===== src/rtl/wb_arbiter_if.sv =====
// Writeback bus between the execution units and the arbiter's commit port.
// master: arbiter side (drives acks and the commit port).
// slave : unit/consumer side.
interface wb_arbiter_if #(
   parameter int NUM_UNITS = 3,
   parameter int ID_WIDTH  = 3
);
   localparam int UW = $clog2(NUM_UNITS);

   logic [NUM_UNITS-1:0]               unit_done;
   logic [NUM_UNITS-1:0][ID_WIDTH-1:0] unit_id;
   logic [NUM_UNITS-1:0][31:0]         unit_rd;
   logic [NUM_UNITS-1:0]               unit_ack;
   logic                               wb_valid;
   logic [ID_WIDTH-1:0]                wb_id;
   logic [31:0]                        wb_data;
   logic [UW-1:0]                      wb_unit;
   logic                               wb_ready;

   modport master (
      input  unit_done, unit_id, unit_rd, wb_ready,
      output unit_ack, wb_valid, wb_id, wb_data, wb_unit
   );

   modport slave (
      output unit_done, unit_id, unit_rd, wb_ready,
      input  unit_ack, wb_valid, wb_id, wb_data, wb_unit
   );
endinterface


===== src/rtl/wb_arbiter.sv =====
// Writeback arbiter: picks one completed execution unit per cycle, acks it
// combinationally and registers its id/result into a single commit port.
// Build option: WB_ARB_ROUND_ROBIN_EN selects round-robin arbitration;
// without it a fixed lowest-index-wins priority is used.
module wb_arbiter #(
   parameter int NUM_UNITS = 3,
   parameter int ID_WIDTH  = 3
) (
   input logic          clk,
   input logic          rst,
   wb_arbiter_if.master bus
);
   localparam int UW = $clog2(NUM_UNITS);

   logic          slot_free;
   logic          any_grant;
   logic [UW-1:0] grant;

`ifdef WB_ARB_ROUND_ROBIN_EN
   logic [UW-1:0] last_grant;
   // one extra bit so last_grant+offset (at most 2*NUM_UNITS-1) never overflows
   logic [UW:0]   cand;
`endif

   // Select the winning unit; no path from unit_id/unit_rd
   always_comb begin
      slot_free = ~bus.wb_valid | bus.wb_ready;
      any_grant = 1'b0;
      grant     = '0;
`ifdef WB_ARB_ROUND_ROBIN_EN
      cand      = '0;
      for (int unsigned i = 1; i <= NUM_UNITS; i++) begin
         cand = {1'b0, last_grant} + (UW+1)'(i);
         if (cand >= (UW+1)'(NUM_UNITS))
            cand = cand - (UW+1)'(NUM_UNITS);
         if (!any_grant && bus.unit_done[cand[UW-1:0]]) begin
            any_grant = 1'b1;
            grant     = cand[UW-1:0];
         end
      end
`else
      for (int unsigned i = 0; i < NUM_UNITS; i++) begin
         if (!any_grant && bus.unit_done[UW'(i)]) begin
            any_grant = 1'b1;
            grant     = UW'(i);
         end
      end
`endif
   end

   // One-hot ack, suppressed while the slot is blocked or reset is held
   always_comb begin
      bus.unit_ack = '0;
      if (slot_free && any_grant && !rst)
         bus.unit_ack[grant] = 1'b1;
   end

   // Commit port: load on ack, retire on ready, hold under backpressure
   always_ff @(posedge clk or posedge rst) begin
      if (rst) begin
         bus.wb_valid <= 1'b0;
         bus.wb_id    <= '0;
         bus.wb_data  <= '0;
         bus.wb_unit  <= '0;
      end else if (slot_free) begin
         if (any_grant) begin
            bus.wb_valid <= 1'b1;
            bus.wb_id    <= bus.unit_id[grant];
            bus.wb_data  <= bus.unit_rd[grant];
            bus.wb_unit  <= grant;
         end else begin
            bus.wb_valid <= 1'b0;
         end
      end
   end

`ifdef WB_ARB_ROUND_ROBIN_EN
   // Remember the last winner so the search starts just past it
   always_ff @(posedge clk or posedge rst) begin
      if (rst)
         last_grant <= UW'(NUM_UNITS - 1);
      else if (slot_free && any_grant)
         last_grant <= grant;
   end
`endif
endmodule

===== src/flat_wrapper.sv =====
// flat-port wrapper written by rule: the top's interface ports become plain ports
module wb_arbiter_flat 
#(
   parameter int NUM_UNITS = 3,
   parameter int ID_WIDTH  = 3
)
  (clk, rst, bus_unit_done, bus_unit_id, bus_unit_rd, bus_wb_ready, bus_unit_ack, bus_wb_valid, bus_wb_id, bus_wb_data, bus_wb_unit);
  wb_arbiter_if #(.NUM_UNITS(NUM_UNITS), .ID_WIDTH(ID_WIDTH)) bus_i ();
  input logic clk;
  input logic rst;
  input wire logic [$bits(bus_i.unit_done)-1:0] bus_unit_done;
  input wire logic [$bits(bus_i.unit_id)-1:0] bus_unit_id;
  input wire logic [$bits(bus_i.unit_rd)-1:0] bus_unit_rd;
  input wire logic [$bits(bus_i.wb_ready)-1:0] bus_wb_ready;
  output wire logic [$bits(bus_i.unit_ack)-1:0] bus_unit_ack;
  output wire logic [$bits(bus_i.wb_valid)-1:0] bus_wb_valid;
  output wire logic [$bits(bus_i.wb_id)-1:0] bus_wb_id;
  output wire logic [$bits(bus_i.wb_data)-1:0] bus_wb_data;
  output wire logic [$bits(bus_i.wb_unit)-1:0] bus_wb_unit;
  assign bus_i.unit_done = bus_unit_done;
  assign bus_i.unit_id = bus_unit_id;
  assign bus_i.unit_rd = bus_unit_rd;
  assign bus_i.wb_ready = bus_wb_ready;
  assign bus_unit_ack = bus_i.unit_ack;
  assign bus_wb_valid = bus_i.wb_valid;
  assign bus_wb_id = bus_i.wb_id;
  assign bus_wb_data = bus_i.wb_data;
  assign bus_wb_unit = bus_i.wb_unit;
  wb_arbiter #(.NUM_UNITS(NUM_UNITS), .ID_WIDTH(ID_WIDTH)) u_core (.clk(clk), .rst(rst), .bus(bus_i));
endmodule

===== config.mk =====
export PLATFORM = sky130hd
export DESIGN_NAME = wb_arbiter_flat
export DESIGN_NICKNAME = d
export VERILOG_FILES = /design/src/rtl/wb_arbiter_if.sv /design/src/rtl/wb_arbiter.sv /design/src/flat_wrapper.sv
export SDC_FILE = /design/constraint.sdc
export NUM_CORES = 1
export LEC_CHECK = 0
export BUFFER_PORTS_ARGS = -buffer_cell sky130_fd_sc_hd__buf_2
export CORE_MARGIN = 4
export CORE_UTILIZATION = 43
export CTS_BUF_LIST = sky130_fd_sc_hd__clkbuf_16
export CTS_CLUSTER_DIAMETER = 100
export DETAILED_ROUTE_END_ITERATION = 8
export PLACE_DENSITY = 0.87
export SLEW_MARGIN = 25
export SYNTH_ARGS = -nofsm -noshare
export SYNTH_HDL_FRONTEND = slang
export SYNTH_SLANG_ARGS = --single-unit
export TNS_END_PERCENT = 30

===== constraint.sdc =====
create_clock -name clk -period 1.98 [get_ports clk]
set_input_delay 0.396 -clock clk [delete_from_list [all_inputs] [get_ports clk]]
set_output_delay 0.396 -clock clk [all_outputs]
set_load 0.02 [all_outputs]

==> summary.md <==
| Metric | Value |
|---|---|
| Status | `finished clean` |
| Global-route wire length before repair | `11,410 um` |
| Starting utilization of the core area | `0.4560` |
| DR vias | `2,673` |
| Non-Filler Cell Area, Final | `3352 um2` |
| Number of max-cap violations | `0` |
| Most frequent cell after synthesis | `sky130_fd_sc_hd__nand2_1` |
| GP Congestion | `0.7355` |
| End-of-flow core utilization | `0.6400` |
| Number of top-level pins | `152` |
| Crit Reg-Reg Endpoint | `u_core.bus.wb_id[1]$_DFFE_PP0P_` |
| Number of rows created at floorplan | `26` |
| CTS Hold Buffers Added | `0` |
| DRC marker count from the first detailed-route iteration | `roughly 130` |
| Critical Path End Type | `output port` |
| Clock latency at the later pin of the worst-skew pair | `0.27 ns` |
| Yosys cell types | `21` |
| Width of the die | `about 83 um` |
| Final hold violation count | `0` |
| Post-route DRC | `0` |
| Post-CTS clock slew at the launch and capture registers of the worst setup and hold paths | `~0.05 ns` |
| Number of buffers inserted during clock tree synthesis | `5` |
| Crit Reg-Reg Startpoint | `u_core.bus.wb_valid$_DFFE_PP0N_` |
| Final HPWL DP | `5646 um` |
| Last element of the critical path | `bus_unit_ack[2]` |
| Post-synthesis sequential area ratio | `0.3981` |
| Crit-path cells | `nand2b_2 -> nand2_1 -> nor3_1 -> buf_2` |
| Routed length per instance | `approximately 15 um` |
| Setup repair after global routing missed its margin | `false` |
| Diode insertion count for antenna repair | `0` |
| Instance area at placement | `3219 um2` |
| Most frequent cells after synthesis | `sky130_fd_sc_hd__nand2_1 (71), sky130_fd_sc_hd__dfrtp_1 (38), sky130_fd_sc_hd__a21oi_1 (37)` |
| Maximum level of the CTS H-tree | `2` |
| Clock tree from TritonCTS | `built` |
| Core Area | `5238 um2` |
| Vias in the first global route | `2,481` |
| Launching instance or port of the critical path | `u_core.bus.wb_valid$_DFFE_PP0N_` |
| Total global routing overflow | `0` |
| Total power | `approximately 2.4 mW` |
| Max clock buf depth | `2` |
| Flop-to-flop setup slack | `0.60 ns` |
| Quantity of gates resized following cts | `0` |
| Data arrival time of the critical path | `1.34 ns` |
| Area fraction of the dominant cell type after synthesis | `0.3981` |
| Synthesized area | `2389 um2` |
| Layout cells sized above 1 | `0.4005` |
| Worst setup timing slack at the placement stage | `0.3003 ns` |
| Number of nets produced by synthesis | `407` |
| Crit path max-delay cell type | `sky130_fd_sc_hd__dfrtp_1` |
| Async set or reset register ratio after synthesis | `1.000` |
| Die area | `6811 um2` |
| Synth top area cells | `sky130_fd_sc_hd__dfrtp_1 (40%), sky130_fd_sc_hd__nand2_1 (11%), sky130_fd_sc_hd__a21o_1 (11%)` |
| Total wire length after detailed routing | `7440 um` |
| Nets | `~550` |
| Worst hold-check path type | `in2async` |
| Classification of the worst setup path | `reg2out` |
| Total power per unit cell area | `710.4 nW/um2` |
| Critical path launch point type | `flip-flop` |
| Area growth, synth to finish | `40.34%` |
| Largest clock skew in the final design | `0.002686 ns` |
| Transition at the pin with the smallest max-transition slack | `0.3710 ns` |
| Cells on worst reg2reg path | `4` |
| Post-synth top area cell | `sky130_fd_sc_hd__dfrtp_1` |
| Peak supply drop | `0.3566 mV` |
| Post-Syn Area per Cell | `just over 8 um2` |
| Setup_tns | `0 ns` |
| Vias per Instance | `5.272` |
| Number of setup buffers added after CTS | `0` |
| Data required time at the worst endpoint | `1.58 ns` |
| Die span in y | `about 83 um` |
| Highest attainable clock frequency | `between 500 and 600 MHz` |
| Post-synth top flop | `sky130_fd_sc_hd__dfrtp_1` |
| Critical path peak fanout | `12` |
| Count of pins over their slew limit | `0` |
| Number of input and output port buffers inserted | `151` |
| Number of warnings printed during yosys synthesis | `0` |
| Final period util | `0.8765` |
| Final critical path time including I/O delays and setup | `between 1.5 and 2 ns` |
| Synthesized netlist cell count | `~300` |
| Length of the first detailed-routing pass in iterations | `4` |
| Number of antenna violations at the first check in global routing | `0` |
| Root Buffer Master | `sky130_fd_sc_hd__clkbuf_16` |
| Total of flip-flops plus latches after synthesis | `38` |
| Antenna Nets Post-Route | `0` |
| Pin count of the biggest net entering global routing | `41` |
| CTS sink cnt | `38` |
| Longest individual stage delay on the worst path | `0.38 ns` |
| EDFF count, synth | `0` |
| Headroom to the max-slew limit | `0.7527` |
| Number of setup violations in the final report | `0` |
| Worst setup slack after layout | `0.2446 ns` |
| Overall track demand over capacity in global routing | `0.2161` |
| Leakage power | `roughly 1.7 nW` |
## registers in the layout, summed over array words and instances, names as in the netlist
| name | cells |
|---|---|
| u_core.bus.wb_data | 32 |
| u_core.bus.wb_unit | 2 |
| u_core.bus.wb_id | 3 |
| u_core.bus.wb_valid | 1 |
## critical path, delay by kind of cell, from the launching register on
family | cells | cell delay, ns
flops | 1 | 0.38
buf+inv | 1 | 0.20
simple gates | 3 | 0.49
## per-layer routing
layer | vias up | GRT usage | share of wire
li1 | 1332 | - | -
met3 | 8 | 0.04555 | 0.076
met5 | - | 0 | 0
met2 | 113 | 0.3630 | 0.50
met4 | 0 | 0.05556 | 0.011
met1 | 1220 | 0.2827 | 0.41
## cell type report
class                           count  area [um2]
Clock buffer                        5       125.1
Clock inverter                      2       7.507
Fill cell                         453        1886
Inverter                            2       11.26
Multi-Input combinational cell    224        1276
Sequential cell                    38       950.9
Tap cell                           70       87.58
Timing Repair Buffer              166       893.4
## report_power, final
group / internal (mW) / total (mW) / switching, mW
clock network: 0.449 / 0.708 / 0.259
logic: 0.301 / 0.728 / 0.427
registers: 0.886 / 0.945 / 0.0588
## cell families after synthesis
| group | share of synthesized area |
|---|---|
| AOI/OAI and AO/OA | 0.2902 |
| buffers and inverters | 0.06862 |
| DFF | 0.3981 |
| and+or+nand+nor | 0.2431 |
## metrics by stage
step / std cells / hold slack, ns
floorplan: 296 / 0.3674
global placement: 500 / 0.4769
detailed placement: 500 / 0.4885
CTS: 507 / 0.2031
global route: 507 / 0.2159
finish: 507 / 0.2064
## how the worst min path moves through the flow
stage,end,slack (ns),cells after the start
after floorplan,u_core.bus.wb_data[0]$_DFFE_PP0P_,0.37,1
after global placement,u_core.bus.wb_unit[0]$_DFFE_PP0P_,0.48,1
after detailed placement,u_core.bus.wb_data[18]$_DFFE_PP0P_,0.49,3
after CTS,u_core.bus.wb_data[18]$_DFFE_PP0P_,0.20,3
after global routing,u_core.bus.wb_data[14]$_DFFE_PP0P_,0.22,3
final,u_core.bus.wb_data[18]$_DFFE_PP0P_,0.21,3
## placed cells by master, fill, tap and decap left out, types with 2 or more instances in the layout
cell type,count
sky130_fd_sc_hd__buf_2,151
sky130_fd_sc_hd__nand2_1,71
sky130_fd_sc_hd__dfrtp_1,38
sky130_fd_sc_hd__a21oi_1,37
sky130_fd_sc_hd__nand3b_1,35
sky130_fd_sc_hd__a21o_1,35
sky130_fd_sc_hd__a31oi_1,35
sky130_fd_sc_hd__buf_4,13
sky130_fd_sc_hd__clkbuf_16,5
sky130_fd_sc_hd__inv_1,3
sky130_fd_sc_hd__buf_12,2
Note: power is estimated with default switching activity, not from simulation.
